<file path="config.mk">
export PLATFORM = sky130hd
export DESIGN_NAME = i2c_master_ctrl
export DESIGN_NICKNAME = d
export VERILOG_FILES = /design/src/rtl/i2c_master_ctrl.sv
export SDC_FILE = /design/constraint.sdc
export NUM_CORES = 1
export LEC_CHECK = 0
export BUFFER_PORTS_ARGS = -buffer_cell sky130_fd_sc_hd__buf_2
export CAP_MARGIN = 20
export CORE_ASPECT_RATIO = 0.6
export CORE_MARGIN = 4
export CORE_UTILIZATION = 50
export CTS_CLUSTER_SIZE = 28
export DETAILED_ROUTE_END_ITERATION = 10
export PLACE_DENSITY = 0.72
export SYNTH_ARGS = -nofsm -noshare
export SYNTH_HDL_FRONTEND = slang
export SYNTH_SLANG_ARGS = --single-unit
export TNS_END_PERCENT = 1
</file>
<file path="constraint.sdc">
create_clock -name clk -period 2.41 [get_ports clk]
set_clock_uncertainty 0.15 [all_clocks]
set_input_delay 0.1205 -clock clk [delete_from_list [all_inputs] [get_ports clk]]
set_output_delay 0.1205 -clock clk [all_outputs]
set_load 0.05 [all_outputs]
</file>
<file path="src/rtl/i2c_master_ctrl.sv">
// rtl/i2c_master_ctrl.sv - single-master I2C transaction controller with clock stretching
module i2c_master_ctrl #(
    parameter int QDIV = 4,
    parameter int NB_W = 4
) (
    input  logic            clk,
    input  logic            reset,
    input  logic            start,
    input  logic [6:0]      addr,
    input  logic            rw,
    input  logic [NB_W-1:0] nbytes,
    input  logic [7:0]      wr_data,
    output logic            wr_req,
    output logic [7:0]      rd_data,
    output logic            rd_valid,
    output logic            busy,
    output logic            done,
    output logic            nack,
    output logic            scl_oe,
    output logic            sda_oe,
    input  logic            scl_in,
    input  logic            sda_in
);

    localparam int QW = $clog2(QDIV);
    localparam logic [QW-1:0] QMAX = QW'(QDIV - 1);

    typedef enum logic [3:0] {
        S_IDLE, S_START, S_ADDR, S_AACK, S_WDATA, S_WACK, S_RDATA, S_RACK, S_STOP
    } state_t;

    state_t            state, state_nx;
    logic [QW-1:0]     qcnt;
    logic [1:0]        ph;
    logic [2:0]        bit_cnt;
    logic [7:0]        tx_sr;
    logic [6:0]        rx_sr;
    logic              rw_q;
    logic [NB_W-1:0]   nb_cnt;
    logic              bit_state, stretch, phase_end, bit_end, byte_end, accept;

    assign busy = (state != S_IDLE);

    // Phase timing: a phase ends after QDIV clocks; SCL-high phase P2 freezes while a slave stretches
    always_comb begin
        bit_state = (state == S_ADDR) || (state == S_AACK) || (state == S_WDATA) ||
                    (state == S_WACK) || (state == S_RDATA) || (state == S_RACK);
        stretch   = bit_state && (ph == 2'd2) && !scl_in;
        phase_end = (qcnt == QMAX) && !stretch;
        bit_end   = bit_state && phase_end && (ph == 2'd3);
        byte_end  = bit_end && (bit_cnt == 3'd7);
        // a start arriving while done pulses belongs to the old transaction and is dropped
        accept    = (state == S_IDLE) && start && !done;
    end

    // State register
    always_ff @(posedge clk or posedge reset) begin
        if (reset) state <= S_IDLE;
        else       state <= state_nx;
    end

    // Next-state decode and line/handshake outputs
    always_comb begin
        state_nx = state;
        scl_oe   = 1'b0;
        sda_oe   = 1'b0;
        wr_req   = 1'b0;
        if (bit_state) scl_oe = !ph[1];
        case (state)
            S_IDLE:  if (accept) state_nx = S_START;
            S_START: begin
                sda_oe = (ph == 2'd1);
                if (phase_end && ph == 2'd1) state_nx = S_ADDR;
            end
            S_ADDR: begin
                sda_oe = !tx_sr[7];
                if (byte_end) state_nx = S_AACK;
            end
            S_AACK: begin
                if (bit_end) begin
                    if (sda_in || nb_cnt == '0) state_nx = S_STOP;
                    else if (rw_q)              state_nx = S_RDATA;
                    else begin
                        state_nx = S_WDATA;
                        wr_req   = 1'b1;
                    end
                end
            end
            S_WDATA: begin
                sda_oe = !tx_sr[7];
                if (byte_end) state_nx = S_WACK;
            end
            S_WACK: begin
                if (bit_end) begin
                    if (sda_in || nb_cnt == '0) state_nx = S_STOP;
                    else begin
                        state_nx = S_WDATA;
                        wr_req   = 1'b1;
                    end
                end
            end
            S_RDATA: if (byte_end) state_nx = S_RACK;
            S_RACK: begin
                // ACK keeps the slave sending; releasing SDA on the final byte is the NACK
                sda_oe = (nb_cnt != '0);
                if (bit_end) state_nx = (nb_cnt != '0) ? S_RDATA : S_STOP;
            end
            S_STOP: begin
                scl_oe = (ph == 2'd0);
                sda_oe = (ph != 2'd2);
                if (phase_end && ph == 2'd2) state_nx = S_IDLE;
            end
            default: state_nx = S_IDLE;
        endcase
    end

    // Quarter-period, phase and bit counters; restart from zero on every state change
    always_ff @(posedge clk or posedge reset) begin
        if (reset) begin
            qcnt    <= '0;
            ph      <= 2'd0;
            bit_cnt <= 3'd0;
        end else if (state_nx != state) begin
            qcnt    <= '0;
            ph      <= 2'd0;
            bit_cnt <= 3'd0;
        end else if (state != S_IDLE) begin
            if (phase_end) begin
                qcnt <= '0;
                ph   <= ph + 2'd1;
                if (ph == 2'd3) bit_cnt <= bit_cnt + 3'd1;
            end else if (!stretch) begin
                qcnt <= qcnt + QW'(1);
            end
        end
    end

    // Command latch, shift registers, byte counter and status pulses
    always_ff @(posedge clk or posedge reset) begin
        if (reset) begin
            tx_sr    <= 8'h00;
            rx_sr    <= 7'h00;
            rw_q     <= 1'b0;
            nb_cnt   <= '0;
            nack     <= 1'b0;
            rd_data  <= 8'h00;
            rd_valid <= 1'b0;
            done     <= 1'b0;
        end else begin
            rd_valid <= 1'b0;
            done     <= (state == S_STOP) && phase_end && (ph == 2'd2);
            if (accept) begin
                tx_sr  <= {addr, rw};
                rw_q   <= rw;
                nb_cnt <= nbytes;
                nack   <= 1'b0;
            end else if (wr_req) begin
                tx_sr <= wr_data;
            end else if (bit_end && (state == S_ADDR || state == S_WDATA)) begin
                tx_sr <= {tx_sr[6:0], 1'b0};
            end
            if (bit_end && state == S_RDATA) rx_sr <= {rx_sr[5:0], sda_in};
            if (byte_end && state == S_RDATA) begin
                rd_data  <= {rx_sr, sda_in};
                rd_valid <= 1'b1;
            end
            if (byte_end && (state == S_WDATA || state == S_RDATA)) nb_cnt <= nb_cnt - 1'b1;
            if (bit_end && (state == S_AACK || state == S_WACK) && sda_in) nack <= 1'b1;
        end
    end

endmodule

</file>
==> run summary, run 1 <==
The most used flip-flop cell after synthesis is dfrtp_1. The global placer's final weighted congestion came out at around 0.9. The post-layout minimum cycle time came out at 2.347 ns. Setup repair after global routing left no endpoint under its margin. The worst hold path passes through 3 cells. The cell count after synthesis came out at ~230.

Max-cap violations in this run came to 0. After synthesis the netlist holds a flip-flop and latch count of 42. The post-route setup TNS is 0 ns. On the final layout, the worst hold slack is between 0.005 and 0.006 ns. The share of the synthesized area in the top cell type is 45.11%.

Measured along the x axis, the die boundary spans around 96 um. The flow ran to the end, and the final reports show no timing, DRC or antenna violations. Post-CTS timing repair inserted 0 buffers for setup. The number of antenna violations at the first check in global routing came out at 0. The final setup violation count came out at 0. From synthesis to final layout, the design area changed by 29.59%. The largest buffer count on any clock path is 2. The first-pass GRT wire length came out at just under 10 mm. The synthesized netlist contains 55 unique library cells. The number of DRC markers after the initial detailed-route iteration is around 220. When the netlist entered floorplanning its net count stood at between 200 and 300. The critical-path maximum fanout is 8. Dividing the final minimum period by the clock period gives approximately 100%. The fmax came out at around 430 MHz. The estimated wirelength of the detail-placed design came out at roughly 4.2 mm. The fraction of synthesis flops using an asynchronous set or reset pin came out at 100.0%. The critical path class is flip-flop to primary output. Entering global routing, the biggest net connects 43 pins. For this design, the sink count on the clock tree is between 40 and 50. The clock latency on the worst-skew pair came out at around 0.3 ns.

By area the synthesized netlist is led by dfrtp_1 (45%), ha_1 (4.3%), mux2_1 (3.9%). The layout cell share with drive strength beyond 1 came out at roughly 29%. The number of nets with antenna violations after routing came out at 0.

The part of the Yosys area used for sequential elements came out at between 40% and 50%. The final hold violation count was 0. The wire length per cell came out at about 17 um. The critical path endpoint category is a primary output. The worst pin sits at a relative slew slack of about 64%. The routed length on met3 came out at 504 um. The number of placed instances, taps included is 337.

The number of pins with negative max-slew slack in the final report came out at 0. Clock-pin slew was measured on the worst setup and hold paths at 0.09 ns. The area of the mapped netlist came out at between 2000 and 2500 um2. The leakage power total is around 1.4 nW. The total via count after detailed routing came out at 2125. The synthesized area divided by synthesized cell count came out at about 10 um2. The count of cells along the worst register-to-register path came out at 6. The core region is 4302 um2.

The count of unresolved DRC violations after routing is 0. Of all cell types, the one taking the most synthesized area is dfrtp_1. The synthesis warning total came out at 0. The count of antenna diodes in the layout is 0.

For this block, the routed nets add up to roughly 6 mm of wire. The number of buffer cells added on primary ports came out at 39. The wire length the detailed router placed on met1 came out at approximately 2.9 mm. The number of enable-type register cells in the synthesized netlist came out at 0.

The number of ports placed on the die boundary came out at 40. The die boundary height is just over 60 um. The startpoint kind of the worst setup timing path is a flip-flop. The via count of the first global-routing pass came out at between 1500 and 2000. The worst ir drop on vdd is roughly 0.5 mV. The final layout net count is about 340. The area of the die is slightly below 6000 um2. The first-pass iteration count of the detailed router is 5. The required time at the worst-slack endpoint is 2.14 ns. The post-layout instance count excluding filler cells is around 360. In the detailed route, the total length drawn on met2 is approximately 2.6 mm. The uppermost layer routed is met4. The clock buffer count from CTS is 5. CTS placed an instance of clkbuf_8 at the clock tree root.

The type of the tightest min-delay check is input pin to flip-flop. The actual slew at the worst max-slew pin came out at ~0.53 ns. The initial cell density of the core is between 50% and 60%. The global-route congestion overflow total came out at 0. The via density per instance is ~6. Row generation in the floorplan step produced 18 rows. The all-layer global routing usage came out at between 20 and 25%. TritonCTS built the clock tree. The H-tree depth is 2. The power per standard cell area came out at between 800 and 900 nW/um2.

The critical path arrival came out at about 2.1 ns.
worst max-delay path, stage by stage (launching register included):
cell and delay [ns]:
dfrtp_2 0.49, or3b_1 0.42, a2111oi_4 0.45, and2_4 0.22, buf_4 0.19
path summary, 6_finish.rpt:
kind                            slack (ns)  startpoint    endpoint
worst max register to register        0.07       ph[0]   nb_cnt[3]
min in group asynchronous             0.41       reset    tx_sr[7]
max in group asynchronous             1.31       reset    state[2]
worst min-delay path                 0.006      sda_in        nack
worst max-delay path                  0.06    state[2]      wr_req
worst min register to register        0.34  rd_data[7]  rd_data[7]
state kept, by name (all words and copies together), names as in the netlist, 2 cells and up:
| signal | count |
|---|---|
| rd_data | 8 |
| tx_sr | 8 |
| rx_sr | 7 |
| nb_cnt | 4 |
| state | 4 |
| bit_cnt | 3 |
| ph | 2 |
| qcnt | 2 |
layout by cell type, fill, tap and decap left out, drive strengths merged, types with 2 or more instances in the layout:
cell type	instances
mux2	16
a22oi	7
nor3b	2
nor2	10
o21ai	7
nor3	7
clkbuf	5
or4	3
clkinvlp	2
dfrtp	42
a211oi	6
or3	2
buf	59
nand3	12
nand2	14
inv	16
or2	2
and2	5
mux2i	4
nand2b	4
o22ai	3
nor2b	3
ha	8
o211ai	7
dlygate4sd3	19
nand3b	4
a21oi	9
a221o	3
area by class of cell:
| cell class | instances | area (um2) |
|---|---|---|
| clock inverters | 3 | 23.77 |
| repair buffers | 78 | 538.0 |
| flip-flops and latches | 42 | 1052 |
| well taps | 60 | 75.07 |
| fillers | 323 | 1282 |
| clock buffers | 5 | 68.82 |
| multi-input cells | 161 | 1205 |
| inverters | 15 | 56.30 |
kinds of logic after synthesis:
family | share of synthesized area (%)
simple gates | 18.64
buf+inv | 4.511
flops | 45.11
mux | 9.614
xor+xnor | 0.7520
compound gates | 17.08
fa+ha+maj | 4.297
cells in the mapped netlist, types with 2 or more instances:
master,number
dfrtp_1,42
inv_1,15
nand2_1,13
nand3_1,12
nor2_1,10
a21oi_1,9
ha_1,8
mux2_1,8
a22oi_1,7
mux2_2,7
nor3_1,7
o211ai_1,7
o21ai_0,7
a211oi_1,6
clkbuf_1,6
and2_1,5
mux2i_1,4
nand2b_1,4
nand3b_1,4
a221o_1,3
buf_2,3
nor2b_1,3
o22ai_1,3
nor3b_1,2
or3_1,2
or4_1,2
timing repair:
item                                    in CTS  in global routing
gates resized for setup                      4                  3
pin swaps                                    0                  1
endpoints found under the setup margin       1                  2
cloned                                       0                  0
endpoints found under the hold margin       54                  0
hold buffers                                19                  0
report_power, final:
part	switching [W]	leakage, nW	internal (W)
logic	0.000573	0.843	0.000410
clock network	0.000281	0.0408	0.000208
registers	0.000119	0.545	0.000875
total	0.000972	1.43	0.00149
through the flow:
stage	power, W	util, %	area [um2]	setup WS (ns)
global route	0.002626	70.19	3019	0.003867
finish	0.002465	70.19	3019	0.06253
floorplan	0.001618	-	2330	0.01234
global placement	0.001908	62.94	2708	0.1319
CTS	0.002447	70.04	3013	0.03204
detailed placement	0.001921	62.94	2708	0.06730
per-layer routing:
layer  GRT usage (%)  vias up
met5               0        -
met4           4.453        0
met3           5.948        7
met1           32.53     1016
met2           32.88      105
li1                -      997
No activity file was read; power rests on OpenSTA's default activity.
==> run 2: changes to the inputs <==
Settings changed: ABC_AREA from default to 1, SLEW_MARGIN from default to 20.
==> run 2 against run 1 <==
  * Highest routed layer unchanged
  * Power decreased by 12%
  * Via count decreased by 6.4%
  * Design area decreased by 7.6%
  * Non-clock buffer count decreased by 20
  * First-iteration DRC count decreased by 28%
  * Synthesized cell count increased by 21%
  * Utilization decreased by 4.6 points
  * Hold slack improved by 0.0094 ns
  * Setup slack improved by 0.081 ns
  * Sequential share of layout area increased by 2.8 points
==> run summary, run 2 <==
The flow ran to the end, and the final reports show no timing, DRC or antenna violations. Of all cell types, the one taking the most synthesized area is dfrtp_1. The required time at the worst-slack endpoint came out at around 2.1 ns. By count the netlist is led by nand2_1 (54), dfrtp_1 (42), inv_1 (41). The largest buffer count on any clock path is 2. The count of unresolved DRC violations after routing is 0. Counting flops with a built-in enable in the synthesized netlist gives 0. The final setup violation count is 0. Summed over its instances, the top area cell type makes up a little under half of the synthesized netlist area. The via count of the first global-routing pass is between 1500 and 2000.

The final hold violation count came out at 0. The area of all placed cells without fillers is roughly 2800 um2. The TritonCTS sink count came out at 42. The part of the Yosys area used for sequential elements is between 40% and 50%. The count of cells along the worst register-to-register path came out at 10. The number of antenna violations at the first check in global routing came out at 0. The top cell types in the final layout, fill and taps aside, are nand2_1 (54), dfrtp_1 (42), inv_1 (41).

The area of the die came out at 5734 um2. The floorplan has 18 rows. Entering global routing, the biggest net connects between 40 and 50 pins.

The clock root buffer is clkbuf_8. The tool flagged a number of max-cap violations equal to 0. The number of buffer cells added on primary ports came out at 39. A synthesized cell averages just over 8 um2. The worst ir drop on vdd is ~0.3 mV.

The library cell used most frequently in the layout, excluding fill and tap cells, is nand2_1. The total overflow left after global routing is 0. In the final routed layout, each cell accounts on average for 13.20 um.

The post-synth net total is just over 300. The post-layout minimum cycle time came out at approximately 2.3 ns. The startpoint of the most critical hold path is wr_data[4]. Measured along the x axis, the die boundary spans ~95 um. The leakage power total is 1.455 nW. The via density per instance is roughly 5. The fmax came out at approximately 440 MHz.

The worst setup path is of the flip-flop to primary output kind. The register bit count reported by yosys is 42. The clock edge transition at the registers on the reported setup and hold paths came out at around 0.08 ns. For the pin with the worst max-slew slack, the measured transition is about 0.52 ns. In this run the power density over the cells is ~800 nW/um2. The worst hold path terminates at tx_sr[4]. Of the available clock period, the critical path in the final layout requires 94.05%. Ranked by total cell area, the synthesized netlist is headed by dfrtp_1 (46%), nand2_1 (8.9%), inv_1 (6.8%). The number of DRC markers after the initial detailed-route iteration is roughly 160.

0 antenna diodes ended up in the layout. The relative area change from synthesis to final layout came out at 22.53%. The endpoint identified for the worst register-to-register timing path is qcnt[0]. The wire-length estimate of the detail-placed layout is between 3 and 4 mm. For this run, the slowest stage of the critical path takes approximately 0.38 ns. The die boundary height is ~60 um. The total via count after detailed routing is 1988. The critical-path maximum fanout came out at 11.

The worst pin sits at a relative slew slack of approximately two thirds. Once detail routing completed, the nets flagged for antenna violations numbered 0. The path class of the tightest hold or removal check is input pin to flip-flop.

The critical path arrival is 2.00 ns. On the critical path, the stage with the largest delay is an instance of dfrtp_1. The first-pass GRT wire length came out at roughly 9.0 mm. The first-pass iteration count of the detailed router came out at 4.

The post-layout instance count excluding filler cells is roughly 400. The post-route setup TNS came out at 0 ns. At the end of the flow, the number of nets in the layout was 368. The instance area at placement is 2531 um2. The worst setup path is captured at a primary output. The critical path goes through inv_1 -> ha_1 -> nand2_1 -> nand4_4 -> nor2_2 -> buf_4 -> clkbuf_4. The global placer's final weighted congestion came out at slightly above 0.9. The most common cell in the synthesized netlist is nand2_1.

The post-synthesis instance total came out at between 200 and 300. The number of pins with negative max-slew slack in the final report was 0. The most used flip-flop cell after synthesis is dfrtp_1. The core outline area is 4257 um2. The fraction of synthesis flops using an asynchronous set or reset pin is between 90% and 100%. The worst hold path passes through 3 cells. The largest registers in the layout are rd_data (8), tx_sr (8), rx_sr (7).

The initial cell density of the core is a little over half. In this run the critical register-to-register path is launched from ph[0]. The synthesis warning total came out at 0. The H-tree depth came out at 2. The routed wire length is 5.229 mm. The clock latency on the worst-skew pair came out at roughly 0.30 ns. The number of different library cells used by synthesis comes to 32. The all-layer global routing usage came out at about a fifth.

Including well taps, the total number of placed cells is ~370. The clock buffer count from CTS is 5. The number of ports placed on the die boundary came out at 40.

The startpoint kind of the worst setup timing path is a flip-flop. The worst hold slack across all endpoints is approximately 0.015 ns. TritonCTS built the clock tree.

Setup repair after global routing left no endpoint under its margin. The register-to-register setup slack came out at roughly 0.19 ns. The layout cell share with drive strength beyond 1 came out at about 22%.

The utilization after layout came out at approximately two thirds. The cell area that synthesis handed to floorplanning was 2277 um2.
==> run 2: changes by cell type after synthesis, sizes merged, moves of 6 or more <==
cell / previous run / this run
a22oi: 7 / 1
inv: 15 / 45
mux2: 16 / 0
nand2: 14 / 62
nor2: 10 / 29
o21ai: 7 / 31
==> run 2: where the power goes <==
| group | switching [W] | internal, W | leakage (nW) | total (W) |
|---|---|---|---|---|
| sequential | 0.0000953 | 0.000850 | 0.515 | 0.000945 |
| combinational | 0.000464 | 0.000294 | 0.895 | 0.000758 |
| clock | 0.000262 | 0.000209 | 0.0447 | 0.000471 |
| total | 0.000821 | 0.00135 | 1.46 | 0.00217 |
==> run 2: what timing repair did <==
action	in CTS	in global routing
gates resized for setup	0	2
buffers inserted	0	0
hold endpoints to repair	57	1
setup endpoints to repair	0	1
hold buffers	15	1
==> run 2: final cells by class <==
type	instances	area, um2
clock buffers	5	68.82
fillers	377	1466
flip-flops and latches	42	1051
well taps	60	75.07
multi-input cells	183	1021
repair buffers	58	380.4
clock inverters	3	25.02
inverters	45	168.9
==> run 2: metal layers <==
layer	up-vias	global-route usage, %	wire length [um]
met3	2	6.792	378
met2	72	30.55	2325
met4	0	3.491	7
li1	1007	-	-
met5	-	0	0
met1	907	30.08	2518
==> run 2: kinds of logic (layout without fill, tap and decap cells) <==
logic type                 Yosys count  in the layout  share of synthesized area [%]
and+or+nand+nor                    112            112                          22.86
AOI/OAI and AO/OA                   55             55                          14.18
buffers and inverters               50            111                          9.120
DFF                                 42             42                          46.15
adders and majority gates            8              8                          4.396
xor gates and xnor gates             4              4                          1.538
muxes                                4              4                          1.758
==> run 2: critical path, delay by kind of cell, from the launching register on <==
family	cells	cell delay, ns
buffers and inverters	3	0.53
AND/OR/NAND/NOR	3	0.53
flip-flops	1	0.38
adder cells (fa/ha/maj)	1	0.25
==> run 2: how the worst max path moves through the flow <==
stage / startpoint / to / slack, ns / depth (start not counted)
finish: ph[0] / wr_req / 0.14 / 7
global route: state[2] / wr_req / 0.02 / 8
CTS: nb_cnt[0] / wr_req / 0.08 / 9
detailed placement: ph[0] / qcnt[0] / 0.19 / 13
global placement: nb_cnt[0] / tx_sr[4] / 0.29 / 12
floorplan: state[0] / bit_cnt[1] / 0.46 / 9
==> run 2: stage by stage <==
step / setup slack [ns] / total power, W
4_1_cts: 0.07913 / 0.002181
5_1_grt: 0.01937 / 0.002351
3_3_place_gp: 0.2859 / 0.001650
2_1_floorplan: 0.4617 / 0.001512
6_report: 0.1433 / 0.002174
3_5_place_dp: 0.1880 / 0.001693
